===== config.mk =====
export PLATFORM = sky130hd
export DESIGN_NAME = core_l1d_ctrl
export DESIGN_NICKNAME = d
export VERILOG_FILES = /design/src/rtl/core_l1d_ctrl.sv
export SDC_FILE = /design/constraint.sdc
export NUM_CORES = 1
export LEC_CHECK = 0
export ABC_AREA = 1
export CAP_MARGIN = 25
export CORE_MARGIN = 4
export CORE_UTILIZATION = 41
export CTS_BUF_LIST = sky130_fd_sc_hd__clkbuf_4 sky130_fd_sc_hd__clkbuf_8
export CTS_CLUSTER_DIAMETER = 40
export DETAILED_ROUTE_END_ITERATION = 10
export MAX_ROUTING_LAYER = met4
export PLACE_DENSITY = 0.83
export REMOVE_ABC_BUFFERS = 1
export SETUP_SLACK_MARGIN = 0.2
export SLEW_MARGIN = 20
export SYNTH_ARGS = -nofsm -noshare
export SYNTH_HDL_FRONTEND = slang
export SYNTH_SLANG_ARGS = --single-unit
export TNS_END_PERCENT = 50

===== constraint.sdc =====
create_clock -name clk -period 3.7 [get_ports clk]
set_input_delay 0.555 -clock clk [delete_from_list [all_inputs] [get_ports clk]]
set_output_delay 0.555 -clock clk [all_outputs]
set_load 0.005 [all_outputs]

===== src/rtl/core_l1d_ctrl.sv =====
`default_nettype none
// ============================================================================
// Module      : core_l1d_ctrl
// Description : Data-cache transaction sequencer for the memory stage.
//               Registers a load/store from the stage, issues it on the L1D
//               request bus with a val/ack handshake, waits for load data,
//               and stalls the pipeline until the access completes. Kills
//               that arrive mid-transaction are absorbed by draining the
//               orphaned bus traffic.
//
// Ports       : clk, rst                 - core clock, async active-high reset
//               mem_req_*_in, mem_kill_in - memory-stage request and kill
//               l1d_req_*                 - L1D request bus (val/ack)
//               l1d_rsp_val/data          - L1D load response
//               ctrl_stall_out            - pipeline hold (stage enable = !stall)
//               ctrl_rdata_out/val_out    - captured load data + 1-cycle valid
//
// Revision    : 1.0 - initial release
// ============================================================================
module core_l1d_ctrl (
    input  logic        clk,
    input  logic        rst,
    input  logic        mem_req_val_in,
    input  logic [2:0]  mem_req_cop_in,
    input  logic [2:0]  mem_req_size_in,
    input  logic [31:0] mem_req_addr_in,
    input  logic [31:0] mem_req_wdata_in,
    input  logic        mem_kill_in,
    output logic        l1d_req_val,
    output logic [2:0]  l1d_req_cop,
    output logic [2:0]  l1d_req_size,
    output logic [31:0] l1d_req_addr,
    output logic [31:0] l1d_req_wdata,
    input  logic        l1d_req_ack,
    input  logic        l1d_rsp_val,
    input  logic [31:0] l1d_rsp_data,
    output logic        ctrl_stall_out,
    output logic [31:0] ctrl_rdata_out,
    output logic        ctrl_rdata_val_out
);

    localparam logic [2:0] S_IDLE  = 3'd0;
    localparam logic [2:0] S_REQ   = 3'd1;
    localparam logic [2:0] S_RSP   = 3'd2;
    localparam logic [2:0] S_DONE  = 3'd3;
    localparam logic [2:0] S_DRAIN = 3'd4;

    logic [2:0] r_state;
    logic [2:0] w_state_nxt;
    logic       r_kill_pend;

    logic       w_killed;     // current access has been killed (now or earlier)
    logic       w_is_store;   // latched operation is a store
    logic       w_accept;     // latch a new request from the stage
    logic       w_capture;    // capture load data into ctrl_rdata_out

    assign w_killed   = r_kill_pend | mem_kill_in;
    assign w_is_store = l1d_req_cop[0];

    // ------------------------------------------------------------------
    // State register
    // ------------------------------------------------------------------
    always_ff @(posedge clk or posedge rst) begin
        if (rst) begin
            r_state <= S_IDLE;
        end else begin
            r_state <= w_state_nxt;
        end
    end

    // ------------------------------------------------------------------
    // Next-state logic
    // ------------------------------------------------------------------
    always_comb begin
        w_state_nxt = r_state;
        case (r_state)
            S_IDLE: begin
                if (mem_req_val_in && !mem_kill_in) begin
                    w_state_nxt = S_REQ;
                end
            end
            S_REQ: begin
                // Response cannot arrive before the cycle after ack, so
                // l1d_rsp_val is not looked at here.
                if (l1d_req_ack) begin
                    if (w_killed) begin
                        // A killed store still completes in memory; nothing
                        // comes back, so return straight to IDLE.
                        w_state_nxt = w_is_store ? S_IDLE : S_DRAIN;
                    end else begin
                        w_state_nxt = w_is_store ? S_DONE : S_RSP;
                    end
                end
            end
            S_RSP: begin
                if (l1d_rsp_val) begin
                    w_state_nxt = w_killed ? S_IDLE : S_DONE;
                end else if (w_killed) begin
                    w_state_nxt = S_DRAIN;
                end
            end
            S_DRAIN: begin
                if (l1d_rsp_val) begin
                    w_state_nxt = S_IDLE;
                end
            end
            S_DONE: begin
                w_state_nxt = S_IDLE;
            end
            default: begin
                w_state_nxt = S_IDLE;
            end
        endcase
    end

    // ------------------------------------------------------------------
    // Output / control decode
    // ------------------------------------------------------------------
    always_comb begin
        w_accept           = (r_state == S_IDLE) && mem_req_val_in && !mem_kill_in;
        w_capture          = (r_state == S_RSP) && l1d_rsp_val && !w_killed;
        ctrl_rdata_val_out = (r_state == S_DONE) && !w_is_store;
        // The stage only advances in DONE; a request shadowed behind a
        // killed access stays stalled until this block is back in IDLE.
        ctrl_stall_out     = !rst && mem_req_val_in && !mem_kill_in &&
                             (r_state != S_DONE);
    end

    // ------------------------------------------------------------------
    // Request registers, kill tracking and load-data capture
    // ------------------------------------------------------------------
    always_ff @(posedge clk or posedge rst) begin
        if (rst) begin
            r_kill_pend    <= 1'b0;
            l1d_req_val    <= 1'b0;
            l1d_req_cop    <= 3'd0;
            l1d_req_size   <= 3'd0;
            l1d_req_addr   <= 32'd0;
            l1d_req_wdata  <= 32'd0;
            ctrl_rdata_out <= 32'd0;
        end else begin
            if (w_state_nxt == S_IDLE) begin
                r_kill_pend <= 1'b0;
            end else if (mem_kill_in && ((r_state == S_REQ) || (r_state == S_RSP))) begin
                r_kill_pend <= 1'b1;
            end

            // Fields are only written on accept, so they stay stable for
            // the whole time the request is on the bus.
            if (w_accept) begin
                l1d_req_val   <= 1'b1;
                l1d_req_cop   <= mem_req_cop_in;
                l1d_req_size  <= mem_req_size_in;
                l1d_req_addr  <= mem_req_addr_in;
                l1d_req_wdata <= mem_req_wdata_in;
            end else if ((r_state == S_REQ) && l1d_req_ack) begin
                l1d_req_val   <= 1'b0;
            end

            if (w_capture) begin
                ctrl_rdata_out <= l1d_rsp_data;
            end
        end
    end

endmodule
`default_nettype wire


==> results.toml, run 1 <==
[grt]
global_route_wire_length_before_repair_um = 15800
antenna_found_initial = 0
grt_pass1_vias = 3185
groute.usage.overall_pct = 18.0
total_overflow_reported_by_the_global_router = 0
grt_max_degree = 73

[placement]
port_buffers = 212
gp_routability_congestion = 0.892
hpwl_um = 7890

[layout]
layout-drive-gt1-share_pct = 24.4
finalNetCount = 586
multiInputGateArea_mm2 = 0.00132
area_delta_synth_final_pct = 58.9
nFillCells = 738
ff_latch_area_mm2 = 0.00268
num_antenna_cells = 0
utilization_pct = 67.1

[setup_path]
crit_start = "mem_kill_in"
crit_path_end_kind = "output pin"
timing.setup.critical_path_class = "in2out"
setup.reg_to_reg.worst_slack_ns = 1.78
critical_register_to_register_path_endpoint = "l1d_req_wdata[0]"
reg2regPathDepth = 4
timing.critical_path.fanout_max = 4
worst-endpoint-required_ns = 3.14
critical_path_arrival_ns = 1.95
crit-reg2reg-launch = "r_state[1]"
cp-start-kind = "primary input"

[timing]
fin_tns_setup_ns = 0
finalSetupViolCount = 0
grt_setup_unrepaired = "false"
timing.final.hold_violations = 0
final.setup_skew_ns = 0.00626
clock.fmax_mhz = 400
timing.final.crit_period_ns = 2.50
tightest_slew_ns = 0.756
timing.slew.headroom_pct = 49.4
final-max-slew-violation-count = 0
final_clock_period_utilization_by_the_worst_path_pct = 67.6
fin_hold_ws_ns = 0.493

[routing]
wl_per_cell_um = 16.7
drc_errors = 0
post_drt_via_cell_ratio = 4.67
route.vias.total = 2874
drt_pre_antenna_iters = 4
drtIter0Drc = 100
final_antenna_net_count = 0
postRouteWirelength_um = 10300

[synthesis]
synthDistinctLibCells = 18
synth_area_per_cell_um2 = 15.7
synth_ff_type = "sky130_fd_sc_hd__dfrtp_1"
number_of_synthesized_register_bits = 107
syn_inst = 263
yosys-top-cells-area = "sky130_fd_sc_hd__dfrtp_1, sky130_fd_sc_hd__mux2_2, sky130_fd_sc_hd__buf_6"
synth_area_mm2 = 0.00413
ys_seq_area_share_pct = 64.8
synth_largest_area_cell = "sky130_fd_sc_hd__dfrtp_1"
synth_largest_type_area_fraction_pct = 64.8
synth_edf_count = 0
synth_async_sr_flop_share_pct = 100
ys.warnings.count = 0

[run_status]
outcome = "finished, final reports clean"

[die]
coreArea_mm2 = 0.00977
chipWidth_um = 108
top_level_ports = 213
die_height_um = 108
area_enclosed_by_the_die_boundary_mm2 = 0.0117
initial_core_util_pct = 42.2
floorplan.rows = 36

[power_and_ir_drop]
p_per_area_mw_per_mm2 = 723
p_leak_nw = 2.85
power.ir.vdd_worst_v = 0.000403
power.total_mw = 4.74

[min_path]
hold-path-endpoint = "l1d_req_val"
hold_class = "reg2reg"
hold_depth = 2
worst_hold_startpoint = "l1d_req_val"

[clock_network]
cts_hold_buffers = 0
cts_htree_levels = 3
clockRootBuffer = "sky130_fd_sc_hd__clkbuf_8"
cts-buffers-inserted = 9
cts_tree = "yes"
postCtsSetupRepairBufs = 0
cts.clk_slew.worst_paths_ns = 0.08
post_cts_resized = 0
clock_buffer_depth = 2
clock_sinks = 107
worstSkewPairLatency_ns = 0.34

[flow_run]
cap_violations = 0
-- synth_stat cells (2+ instances only) --
cell / number
sky130_fd_sc_hd__buf_4: 3
sky130_fd_sc_hd__nor3_1: 2
sky130_fd_sc_hd__buf_6: 7
sky130_fd_sc_hd__dfrtp_1: 107
sky130_fd_sc_hd__nand3_1: 3
sky130_fd_sc_hd__mux2_1: 7
sky130_fd_sc_hd__nand2_1: 13
sky130_fd_sc_hd__nor2_1: 10
sky130_fd_sc_hd__mux2_2: 95
sky130_fd_sc_hd__inv_1: 8
-- state kept, by name, summed over array words and instances (netlist names) --
name            count
l1d_req_wdata      32
r_state             3
l1d_req_cop         3
r_kill_pend         1
l1d_req_val         1
l1d_req_size        3
ctrl_rdata_out     32
l1d_req_addr       32
-- placed cells by master (no fill, tap or decap), types with 2 or more instances in the layout --
cell type and n:
sky130_fd_sc_hd__mux2_1 7, sky130_fd_sc_hd__nand2_1 13, sky130_fd_sc_hd__mux2_2 95, sky130_fd_sc_hd__nand3_1 3, sky130_fd_sc_hd__clkbuf_8 10, sky130_fd_sc_hd__nor2_1 10
sky130_fd_sc_hd__clkdlybuf4s50_1 212, sky130_fd_sc_hd__nor3_1 2, sky130_fd_sc_hd__clkbuf_4 4, sky130_fd_sc_hd__buf_12 2, sky130_fd_sc_hd__dfrtp_1 107, sky130_fd_sc_hd__inv_1 7
-- cell type report --
class | count | area share [%]
well taps | 133 | 2.54
multi-input cells | 138 | 20.1
clock inverters | 2 | 0.534
flip-flops and latches | 107 | 40.8
clock buffers | 14 | 2.56
inverters | 8 | 0.496
repair buffers | 214 | 33.0
-- where the power goes --
group          internal [mW]  leakage [nW]  switching (mW)
clock network          0.362         0.108           0.361
logic                   1.42          1.43           0.612
registers               1.71          1.31           0.273
total                   3.49          2.85            1.25
-- through the flow --
step / std cells / area [um2] / setup slack (ns)
2_1_floorplan: 253 / 4030 / 0.328
3_3_place_gp: 599 / 6340 / 0.916
3_5_place_dp: 599 / 6340 / 0.841
4_1_cts: 615 / 6540 / 1.20
5_1_grt: 616 / 6560 / 1.09
6_report: 616 / 6560 / 1.20
-- worst max path at each step --
| stage | endpoint | slack, ns | cells after the start |
|---|---|---|---|
| CTS | ctrl_stall_out | 1.20 | 5 |
| finish | ctrl_stall_out | 1.20 | 5 |
| global route | ctrl_stall_out | 1.09 | 5 |
| floorplan | ctrl_rdata_out[0] | 0.33 | 1 |
| detailed placement | l1d_req_wdata[5] | 0.84 | 4 |
| global placement | l1d_req_wdata[5] | 0.92 | 4 |
-- worst max-delay path: stages --
cell and delay (ns):
sky130_fd_sc_hd__clkdlybuf4s50_1 0.48, sky130_fd_sc_hd__nor2_1 0.25, sky130_fd_sc_hd__nand2_1 0.08, sky130_fd_sc_hd__nor2_1 0.08, sky130_fd_sc_hd__clkdlybuf4s50_1 0.50
-- routing by layer --
metal  vias up  wire length, um  track usage, %
met5         -                0               -
met4         0              177            6.31
met3        14              996            5.01
met2       133             5270            30.8
met1      1395             3870            20.1
li1       1332                -               -
-- cell families after synthesis --
kind of cell           after synthesis  share of synthesized area (%)
AO/OA/AOI/OAI                        3                          0.424
buffers and inverters               18                           3.18
AND/OR/NAND/NOR                     33                           3.73
flip-flops                         107                           64.8
multiplexers                       102                           27.8
Note: power is estimated with default switching activity, not from simulation.
==> run 2, diff against run 1 <==
- clock period: 3.7 -> 2.4 ns (I/O delays scaled with it)
==> run 2 against run 1 <==
Against the previous run:
- routed wire length grew 1.0%
- largest power group unchanged
- critical path depth is the same
- combinational power up 55%
- clock skew rose by 0.0037 ns
==> results.toml, run 2 (synthesized netlist as in run 1, its figures left out) <==
[placement]
pre_cts_slack_ns = 0.287
dp_cells = 603
hpwl_um = 8060
gp_routability_congestion = 0.901
port_buffers = 212
dpl-instance-area_mm2 = 0.00639

[die]
die_height_um = 108
floorplan.rows = 36
coreArea_mm2 = 0.00977
initial_core_util_pct = 42.2
chipWidth_um = 108
area_enclosed_by_the_die_boundary_mm2 = 0.0117
top_level_ports = 213

[layout]
mostFrequentLayoutCell = "sky130_fd_sc_hd__clkdlybuf4s50_1"
most-common-layout-cells = "sky130_fd_sc_hd__clkdlybuf4s50_1, sky130_fd_sc_hd__dfrtp_1, sky130_fd_sc_hd__mux2_2"
finalNetCount = 589
stdcell_area_mm2 = 0.00661
fin_cells = 618
area_delta_synth_final_pct = 60.1
utilization_pct = 67.6
num_antenna_cells = 0
layout-drive-gt1-share_pct = 24.7
top_regs = "ctrl_rdata_out x32, l1d_req_addr x32, l1d_req_wdata x32"

[setup_path]
slowest_stage = "sky130_fd_sc_hd__clkdlybuf4s50_1"
critical_register_to_register_path_endpoint = "l1d_req_wdata[1]"
cp-start-kind = "primary input"
worst-endpoint-required_ns = 2.04
critical_path_arrival_ns = 1.74
crit_chain = "clkdlybuf4s50_1, nor2_1, nand2_1, nor2_1, clkdlybuf4s50_1"
critical-path-max-stage-delay_ns = 0.50
crit_path_end_kind = "output pin"
reg2regPathDepth = 4
crit-reg2reg-launch = "r_state[1]"
timing.critical_path.fanout_max = 4
timing.setup.critical_path_class = "in2out"
setup.reg_to_reg.worst_slack_ns = 0.83

[grt]
antenna_found_initial = 0
grt_pass1_vias = 3236
groute.usage.overall_pct = 18.5
grt_max_degree = 45
total_overflow_reported_by_the_global_router = 0
global_route_wire_length_before_repair_um = 16200

[timing]
final-max-slew-violation-count = 0
fin_tns_setup_ns = 0
tightest_slew_ns = 0.440
timing.slew.headroom_pct = 70.7
final_clock_period_utilization_by_the_worst_path_pct = 87.7
fin_hold_ws_ns = 0.386
clock.fmax_mhz = 475
fin_ws_ns = 0.296
final.setup_skew_ns = 0.0100
timing.final.crit_period_ns = 2.10
finalSetupViolCount = 0
timing.final.hold_violations = 0
grt_setup_unrepaired = "false"

[power_and_ir_drop]
power_frac_seq_pct = 41.2
power_frac_clock_pct = 16.2
power.internal_mw = 5.44
net-switching-power_mw = 1.96
pwr-share-comb_pct = 42.6
p_leak_nw = 2.86
power.ir.vdd_worst_v = 0.000564
power.total_mw = 7.41
sw_frac_of_total_pct = 26.5
p_per_area_mw_per_mm2 = 1120

[clock_network]
cts_hold_buffers = 0
clock_sinks = 107
clock_buffer_depth = 2
cts.clk_slew.worst_paths_ns = 0.09
worstSkewPairLatency_ns = 0.35
postCtsSetupRepairBufs = 0
post_cts_resized = 0
clockRootBuffer = "sky130_fd_sc_hd__clkbuf_8"
cts_tree = "yes"
cts_htree_levels = 3
cts-buffers-inserted = 9

[routing]
drtIter0Drc = 110
wl_per_cell_um = 16.9
route.vias.total = 2929
post_drt_via_cell_ratio = 4.74
drc_errors = 0
final_antenna_net_count = 0
postRouteWirelength_um = 10400
drt_pre_antenna_iters = 4

[min_path]
hold_class = "in2async"

[flow_run]
cap_violations = 0

[run_status]
outcome = "finished, final reports clean"
## run 2: changes by cell type in the layout (fill, tap and decap cells not counted), sizes merged
cell | previous run | this run
clkinvlp | 0 | 1
clkinv | 1 | 2
bufinv | 1 | 2
clkbuf | 14 | 10
buf | 2 | 5
## run 2: critical path, delay by kind of cell
kind	cells	cell delay [ns]
buffers and inverters	2	0.97
AND/OR/NAND/NOR	3	0.41
## run 2: power by group through the flow
stage / combinational, mW / clock (mW) / sequential (mW)
finish: 3.16 / 1.20 / 3.05
global route: 3.38 / 1.29 / 3.18
CTS: 3.22 / 1.23 / 3.06
detailed placement: 3.20 / 0 / 3.10
global placement: 3.12 / 0 / 3.05
floorplan: 1.00 / 0 / 3.13
## run 2: per-layer routing
metal / part of all wire [%] / wire length [um] / GRT usage (%)
met1: 39 / 4080 / 20.8
met2: 51 / 5290 / 32.5
met3: 8.1 / 841 / 4.00
met4: 2.1 / 215 / 6.85
met5: 0 / 0 / -
## run 2: how the worst max path moves through the flow
stage	from	endpoint	slack, ns	depth (start not counted)
final	mem_kill_in	ctrl_stall_out	0.30	5
after global routing	mem_kill_in	ctrl_stall_out	0.20	5
after CTS	mem_kill_in	ctrl_stall_out	0.29	5
after detailed placement	mem_kill_in	ctrl_stall_out	0.29	5
after global placement	mem_kill_in	ctrl_stall_out	0.32	5
after floorplan	rst	ctrl_rdata_out[0]	-0.78	1
## run 2: layout make-up
type / count / area, um2
Inverter: 8 / 32.5
Tap cell: 133 / 166
Fill cell: 730 / 3170
Sequential cell: 107 / 2680
Clock buffer: 10 / 138
Clock inverter: 5 / 77.6
Timing Repair Buffer: 217 / 2200
Multi-Input combinational cell: 138 / 1320
==> run 3, diff against run 2 <==
- CORE_MARGIN: 4 -> unset
==> run 3 against run 2 <==
Against the previous run:
- combinational power about the same
- worst setup slack gained 0.025 ns
- clock-buffer cell count is 1 higher
- first-iteration DRC count shrank 43%
- highest routed layer unchanged
==> results.toml, run 3 (synthesized netlist as in run 1, its figures left out) <==
[clock_network]
cts.clk_slew.worst_paths_ns = 0.09
cts-buffers-inserted = 9
cts_hold_buffers = 0
worstSkewPairLatency_ns = 0.35
clock_sinks = 107
cts_htree_levels = 3
clockRootBuffer = "sky130_fd_sc_hd__clkbuf_8"
clock_buffer_depth = 2
cts_tree = "yes"

[timing]
fin_hold_ws_ns = 0.398
timing.slew.headroom_pct = 70.1
finalSetupViolCount = 0
fin_ws_ns = 0.321
clock.fmax_mhz = 481
final.setup_skew_ns = 0.00465
timing.final.crit_period_ns = 2.08
tightest_slew_ns = 0.449
final_clock_period_utilization_by_the_worst_path_pct = 86.6
timing.final.hold_violations = 0
grt_setup_unrepaired = "false"
final-max-slew-violation-count = 0

[grt]
grt_max_degree = 51
global_route_wire_length_before_repair_um = 15000
antenna_found_initial = 0
grt_pass1_vias = 3097
groute.usage.overall_pct = 19.8
total_overflow_reported_by_the_global_router = 0

[placement]
dpl-instance-area_mm2 = 0.00638
port_buffers = 212
hpwl_um = 7480
pre_cts_slack_ns = 0.269
gp_routability_congestion = 0.874

[layout]
num_antenna_cells = 0
top_regs = "ctrl_rdata_out x32, l1d_req_addr x32, l1d_req_wdata x32"
most-common-layout-cells = "sky130_fd_sc_hd__clkdlybuf4s50_1, sky130_fd_sc_hd__dfrtp_1, sky130_fd_sc_hd__mux2_2"
layout-drive-gt1-share_pct = 24.8
nFillCells = 730
mostFrequentLayoutCell = "sky130_fd_sc_hd__clkdlybuf4s50_1"
area_delta_synth_final_pct = 59.1
finalNetCount = 589
stdcell_area_mm2 = 0.00657

[setup_path]
crit_path_end_kind = "output pin"
cp-start-kind = "primary input"
crit_chain = "clkdlybuf4s50_1, inv_1, nor2_2, nand2_1, nor2_1, clkdlybuf4s50_1"
slowest_stage = "sky130_fd_sc_hd__clkdlybuf4s50_1"
timing.critical_path.buf_inv = 3
critical-path-max-stage-delay_ns = 0.50
timing.setup.critical_path_class = "in2out"
worst-endpoint-required_ns = 2.04
timing.critical_path.fanout_max = 2
cpMostUsedCell = "sky130_fd_sc_hd__clkdlybuf4s50_1"
critical_path_arrival_ns = 1.72
cell_family_contributing_the_most_delay_on_the_critical_path = "buffers and inverters"

[power_and_ir_drop]
power.internal_mw = 5.34
power_frac_clock_pct = 14.6
power_frac_seq_pct = 42.3
power.ir.vdd_worst_v = 0.000612
net-switching-power_mw = 1.92
pwr-share-comb_pct = 43.1
p_leak_nw = 2.85
sw_frac_of_total_pct = 26.4
power.total_mw = 7.26
p_per_area_mw_per_mm2 = 1100

[run_status]
outcome = "finished, final reports clean"

[flow_run]
cap_violations = 0

[routing]
drt_pre_antenna_iters = 4
drtIter0Drc = 63
post_drt_via_cell_ratio = 4.78
postRouteWirelength_um = 9910
route.vias.total = 2951
final_antenna_net_count = 0
drc_errors = 0
wl_per_cell_um = 16.1

[die]
die_height_um = 102
floorplan.rows = 36
area_enclosed_by_the_die_boundary_mm2 = 0.0105
initial_core_util_pct = 42.2
coreArea_mm2 = 0.00977
chipWidth_um = 102
top_level_ports = 213

[min_path]
hold_class = "in2async"
## run 3: final cells by class
| type | count | area (um2) | area share [%] |
|---|---|---|---|
| Inverter | 8 | 32.5 | 0.495 |
| Clock buffer | 11 | 145 | 2.21 |
| Sequential cell | 107 | 2680 | 40.8 |
| Clock inverter | 3 | 40.0 | 0.610 |
| Tap cell | 133 | 166 | 2.53 |
| Multi-Input combinational cell | 138 | 1320 | 20.1 |
| Timing Repair Buffer | 217 | 2180 | 33.3 |
## run 3: metal layers
metal	part of all wire, %	track usage [%]	wire length, um	up-vias
met1	39	21.8	3900	1435
met4	2.6	9.67	256	0
met3	8.1	4.65	798	23
met5	0	-	0	-
met2	50	33.5	4950	155
li1	-	-	-	1338
## run 3: worst reg2reg max path, stage by stage (launching register included)
cell,delay [ns]
sky130_fd_sc_hd__dfrtp_1,0.45
sky130_fd_sc_hd__nand2_1,0.11
sky130_fd_sc_hd__nor2_2,0.06
sky130_fd_sc_hd__nand2_2,0.09
sky130_fd_sc_hd__buf_4,0.36
sky130_fd_sc_hd__mux2_2,0.40
## run 3: through the flow
step / cells / util, % / setup TNS, ns
finish: 617 / 67.2 / 0
floorplan: 253 / - / -83.17
global route: 617 / 67.2 / 0
global placement: 603 / 65.3 / 0
detailed placement: 603 / 65.3 / 0
CTS: 617 / 67.2 / 0
## run 3: power groups by stage
stage               clock network, mW  registers, mW  logic [mW]
global placement                    0           3.05        3.08
CTS                              1.11           3.07        3.17
floorplan                           0           3.13        1.00
finish                           1.06           3.07        3.13
detailed placement                  0           3.11        3.15
global route                     1.18           3.17        3.35
## run 3: timing repair
item | in CTS | in global routing
gates resized for setup | 0 | 1
setup buffers | 0 | 0
setup endpoints to repair | 0 | 1
## run 3: path summary, 6_finish.rpt
path	from	to	slack, ns	depth (start not counted)
max	mem_req_val_in	ctrl_stall_out	0.32	6
min	rst	l1d_req_wdata[9]	0.40	2
max reg2reg	r_state[1]	ctrl_rdata_out[7]	0.82	5
min reg2reg	l1d_req_val	l1d_req_val	0.50	2
max in group asynchronous	rst	l1d_req_wdata[3]	1.34	3
min in group clk	l1d_req_val	l1d_req_val	0.50	2
